`config.mk`:
```
export PLATFORM = sky130hd
export DESIGN_NAME = regfile_write_arbiter
export DESIGN_NICKNAME = d
export VERILOG_FILES = /design/src/rtl/regfile_write_arbiter.sv
export SDC_FILE = /design/constraint.sdc
export NUM_CORES = 1
export LEC_CHECK = 0
export ABC_CLOCK_PERIOD_IN_PS = 5000
export CORE_MARGIN = 2
export CORE_UTILIZATION = 38
export DETAILED_ROUTE_END_ITERATION = 12
export PLACE_DENSITY = 0.87
export REMOVE_ABC_BUFFERS = 1
export SLEW_MARGIN = 10
export SYNTH_ARGS = -nofsm -noshare
export SYNTH_HDL_FRONTEND = slang
export SYNTH_SLANG_ARGS = --single-unit
```
`constraint.sdc`:
```
create_clock -name iClk -period 5 [get_ports iClk]
set_input_delay 1 -clock iClk [delete_from_list [all_inputs] [get_ports iClk]]
set_output_delay 1 -clock iClk [all_outputs]
set_load 0.05 [all_outputs]
```
`src/rtl/regfile_write_arbiter.sv`:
```
// Round-robin arbiter sharing the register-file write port between WB and LL producers.
// Define REGFILE_ARB_SCOREBOARD_EN to build the LL busy scoreboard and decode hazard output.
module regfile_write_arbiter #(
  parameter int ADDRESS_WIDTH = 5,
  parameter int DATA_WIDTH    = 32
) (
  input  logic                            iClk,
  input  logic                            iRst,
  input  logic                            iWbValid,
  input  logic [ADDRESS_WIDTH-1:0]        iWbAddr,
  input  logic [DATA_WIDTH-1:0]           iWbData,
  output logic                            oWbReady,
  input  logic                            iLlValid,
  input  logic [ADDRESS_WIDTH-1:0]        iLlAddr,
  input  logic [DATA_WIDTH-1:0]           iLlData,
  output logic                            oLlReady,
  input  logic                            iIssueValid,
  input  logic [ADDRESS_WIDTH-1:0]        iIssueAddr,
  input  logic [ADDRESS_WIDTH-1:0]        iReadAddress1,
  input  logic [ADDRESS_WIDTH-1:0]        iReadAddress2,
  output logic                            oHazard,
  output logic [(2**ADDRESS_WIDTH)-1:0]   oBusyMask,
  output logic                            oWriteEn,
  output logic [ADDRESS_WIDTH-1:0]        oWriteAddress,
  output logic [DATA_WIDTH-1:0]           oDataIn
);

  localparam int NUM_REGS = 2**ADDRESS_WIDTH;

  typedef enum logic {
    RR_WB = 1'b0,
    RR_LL = 1'b1
  } rr_e;

  rr_e                      rr_q, rr_d;
  logic                     wb_grant, ll_grant, contested;
  logic [ADDRESS_WIDTH-1:0] grant_addr;
  logic [DATA_WIDTH-1:0]    grant_data;
  logic                     write_en_q, write_en_d;
  logic [ADDRESS_WIDTH-1:0] write_addr_q, write_addr_d;
  logic [DATA_WIDTH-1:0]    write_data_q, write_data_d;

  // NOTE: every always_comb output gets a default before any branch, so no latch can be inferred.
  always_comb begin
    contested    = iWbValid & iLlValid;
    wb_grant     = ~iRst & iWbValid & (~iLlValid | (rr_q == RR_WB));
    ll_grant     = ~iRst & iLlValid & (~iWbValid | (rr_q == RR_LL));
    rr_d         = rr_q;
    if (contested) begin
      rr_d = (rr_q == RR_WB) ? RR_LL : RR_WB;
    end

    grant_addr   = ll_grant ? iLlAddr : iWbAddr;
    grant_data   = ll_grant ? iLlData : iWbData;

    // x0 completes the handshake but never reaches the register file.
    write_en_d   = 1'b0;
    write_addr_d = write_addr_q;
    write_data_d = write_data_q;
    if ((wb_grant | ll_grant) && (grant_addr != '0)) begin
      write_en_d   = 1'b1;
      write_addr_d = grant_addr;
      write_data_d = grant_data;
    end
  end

  // NOTE: sequential state uses non-blocking assignments so every flop samples pre-edge values.
  always_ff @(posedge iClk) begin
    if (iRst) begin
      rr_q         <= RR_WB;
      write_en_q   <= 1'b0;
      write_addr_q <= '0;
      write_data_q <= '0;
    end else begin
      rr_q         <= rr_d;
      write_en_q   <= write_en_d;
      write_addr_q <= write_addr_d;
      write_data_q <= write_data_d;
    end
  end

  assign oWbReady      = wb_grant;
  assign oLlReady      = ll_grant;
  assign oWriteEn      = write_en_q;
  assign oWriteAddress = write_addr_q;
  assign oDataIn       = write_data_q;

  a_one_grant : assert property (@(posedge iClk) !(wb_grant && ll_grant));

`ifdef REGFILE_ARB_SCOREBOARD_EN
  logic [NUM_REGS-1:0] busy_q, busy_d;
  logic                issue_set, ll_clear;

  always_comb begin
    issue_set = iIssueValid && (iIssueAddr != '0);
    ll_clear  = ll_grant && (iLlAddr != '0);
    busy_d    = busy_q;
    if (ll_clear) begin
      busy_d[iLlAddr] = 1'b0;
    end
    // Applied after the clear so a same-edge re-issue keeps the register busy.
    if (issue_set) begin
      busy_d[iIssueAddr] = 1'b1;
    end
  end

  // NOTE: the scoreboard is a flop vector, not a RAM, so it is cleared by reset like any other state.
  always_ff @(posedge iClk) begin
    if (iRst) begin
      busy_q <= '0;
    end else begin
      busy_q <= busy_d;
    end
  end

  assign oBusyMask = busy_q;
  assign oHazard   = busy_q[iReadAddress1] | busy_q[iReadAddress2] |
                     (iIssueValid & busy_q[iIssueAddr]);

  // Re-issuing a busy register is only legal when its LL result retires on the same edge.
  a_issue_not_busy : assert property (@(posedge iClk) disable iff (iRst)
    !(issue_set && busy_q[iIssueAddr] && !(ll_clear && (iLlAddr == iIssueAddr))));
`else
  logic unused_scoreboard_inputs;

  assign unused_scoreboard_inputs = ^{iIssueValid, iIssueAddr, iReadAddress1, iReadAddress2};
  assign oBusyMask = '0;
  assign oHazard   = 1'b0;
`endif

endmodule

```
==> results.toml <==
[outcome]
outcome = "finished, final reports clean"

[setup_path]
cp_data_required_time_ps = 4000
cp-end-kind = "output pin"
worstSetupStartpointType = "input port"
r2r_slack_ps = 3200
crit_path_cell_trace = "clkdlybuf4s50_1 -> buf_4 -> nor2b_1 -> nand2_2 -> inv_2 -> nor2_1 -> buf_4"
crit_slowest_cell = "nor2b_1"
slowest_delay_ps = 600
worstPathArrival_ps = 2800
crit_fanout = 41
path_common_cell = "buf_4"
crit_type = "input port to output pin"

[logic_synthesis]
synth_largest_area_cell = "dfxtp_1"
synth.avg_cell_area_um2 = 9.87
yosys.area.top_type_share = 0.338
yosysSeqAreaShare = 0.338
yosysUniqueCellTypes = 34
synth_edf_count = 0
synth_seq_cells = 39
syn_area_mm2 = 0.00231
synthCells = 234
synth_area_leaders = "dfxtp_1 34%, mux2i_1 28%, buf_4 11%, nand2b_1 8.9%, o2111ai_1 1.5%"
synth_warnings = 0
async_reset_ff_frac = 0
synth-main-ff-cell = "dfxtp_1"

[routing]
dr_wl_met3_um = 614
wl_met2_um = 2850
top_layer = "met4"
wirelength_um = 5650
vias = 2025
final_antenna_net_count = 0
dr.pass1.iters = 4
drt-met1-wl_um = 2130
drc = 0
first_iter_violations = 66
vias_per_cell = 4.78
avgRoutedWirePerCell_um = 13.3

[placed_design]
dp_hpwl_um = 4400
placedCellCount = 416
gp_congestion = 0.827
io_buffers = 117

[power_and_ir_drop]
vdd_drop_max_mv = 0.133
cellPowerDensity_mw_per_mm2 = 272
p_leak_nw = 1.54
power_uw = 951

[die]
die_height_um = 82.0
die-area_mm2 = 0.00672
core_mm2 = 0.00589
num_rows = 28
io_pins = 167
initial_core_util = 0.392
die_w_um = 82.0

[grt]
grt_max_degree = 42
grtUsageTotal = 0.169
antenna_found_initial = 0
overflow = 0
grt_pass1_vias = 1968
grt_pass1_wl_um = 8710

[sta]
slew_headroom = 0.306
worst_slew_pin_slew_ps = 1040
setup_viol = 0
rsz0062_at_grt = "false"
drv_slew = 0
period_needed_ps = 3800
clock-skew-final_ps = 1.49
fin_tns_setup_ps = 0
hold_viol = 0
fmax_mhz = 263
final.period_utilization = 0.760

[final_layout]
drive_above_1_share = 0.0544
fin_util = 0.593
layout.area.seq_um2 = 781
nFillCells = 534
multi_input_area_mm2 = 0.00132
syn2layout_area_growth_pct = 51.1
nets = 442
stdcell_count = 424
antenna_cells = 0

[clocking]
cts-resized-gates = 0
ctsHoldBuffers = 0
clk_path_buf_depth = 2
numCtsBuffers = 5
cts-root-buf = "clkbuf_8"
clock_sinks = 39
cts_tree = "done"
cts_setup_buffers = 0
clock_latency_ps = 280
path_clk_slew_ps = 70
htreeDepth = 2

[worst_hold_path]
holdCritPathClass = "flop to flop"

[run]
maxCapViolations = 0
[synthesized netlist by cell type, types with 2 or more instances]
cell,count
mux2i_1,64
dfxtp_1,39
buf_4,33
nand2b_1,33
nand2_1,6
buf_2,5
clkbuf_1,5
a21o_1,4
a31oi_1,4
nand3_1,4
o2111ai_1,4
o21ai_0,4
buf_6,3
a2111oi_0,2
inv_1,2
nor2_1,2
nor3_1,2
or3_1,2
[stage by stage]
step                      setup WS, ps  hold WS (ps)  area [µm²]
after CTS                         1220           476        3490
after detailed placement          1230           461        3410
final                             1200           472        3490
after global routing              1080           488        3490
after global placement            1300           457        3410
after floorplan                    569           485        2100
[power breakdown]
part           internal, mW  switching [mW]
Sequential            0.343          0.0168
Clock                0.0978           0.101
Combinational         0.150           0.242
Total                 0.591           0.360
[path summary, 6_finish.rpt]
check                           startpoint          to  depth (start not counted)
worst max-delay path                  iRst    oWbReady                          7
worst min-delay path            oDataIn[0]  oDataIn[0]                          2
worst min register to register  oDataIn[0]  oDataIn[0]                          2
worst max register to register        rr_q  oDataIn[9]                          5
[registers in the layout, summed over array words and instances, names as in the netlist]
register and flops:
oDataIn 32, oWriteAddress 5, oWriteEn 1, rr_q 1
[critical path: cells and delay by family]
family,cells,cell delay (ps)
buf+inv,4,1020
simple gates,3,780
[layout by cell type (no fill, tap or decap), drive strengths merged]
master / n
a21o: 4
o31a: 1
nand2b: 33
a31oi: 4
nor2: 2
buf: 6
nor3: 3
o21ai: 4
xor2: 1
nor4b: 1
o2111ai: 4
or3: 2
a2111oi: 2
conb: 33
nand3: 4
o32ai: 1
nand2: 6
nor4: 1
clkdlybuf4s50: 115
clkinv: 1
o21bai: 1
a21oi: 1
dfxtp: 39
and2b: 1
nor2b: 1
or4: 1
clkbuf: 7
mux2i: 64
a211oi: 3
inv: 3
[final cells by class]
type                    instances  share of cell area
well taps                      75              0.0269
flip-flops and latches         39               0.224
clock buffers                   7              0.0219
inverters                       3             0.00323
multi-input cells             178               0.377
repair buffers                121               0.346
clock inverters                 1             0.00143
[per-layer routing]
layer	vias to the layer above	track usage
met4	0	0.0500
met3	4	0.0648
met2	108	0.314
li1	977	-
met1	936	0.173
met5	-	0
[kinds of logic after synthesis]
kind of cell,share of synthesized area
buffers and inverters,0.146
multiplexers,0.277
other,0.00162
AO/OA/AOI/OAI,0.0856
XOR/XNOR,0.00379
AND/OR/NAND/NOR,0.148
flip-flops,0.338
(Power assumes the default switching activity.)
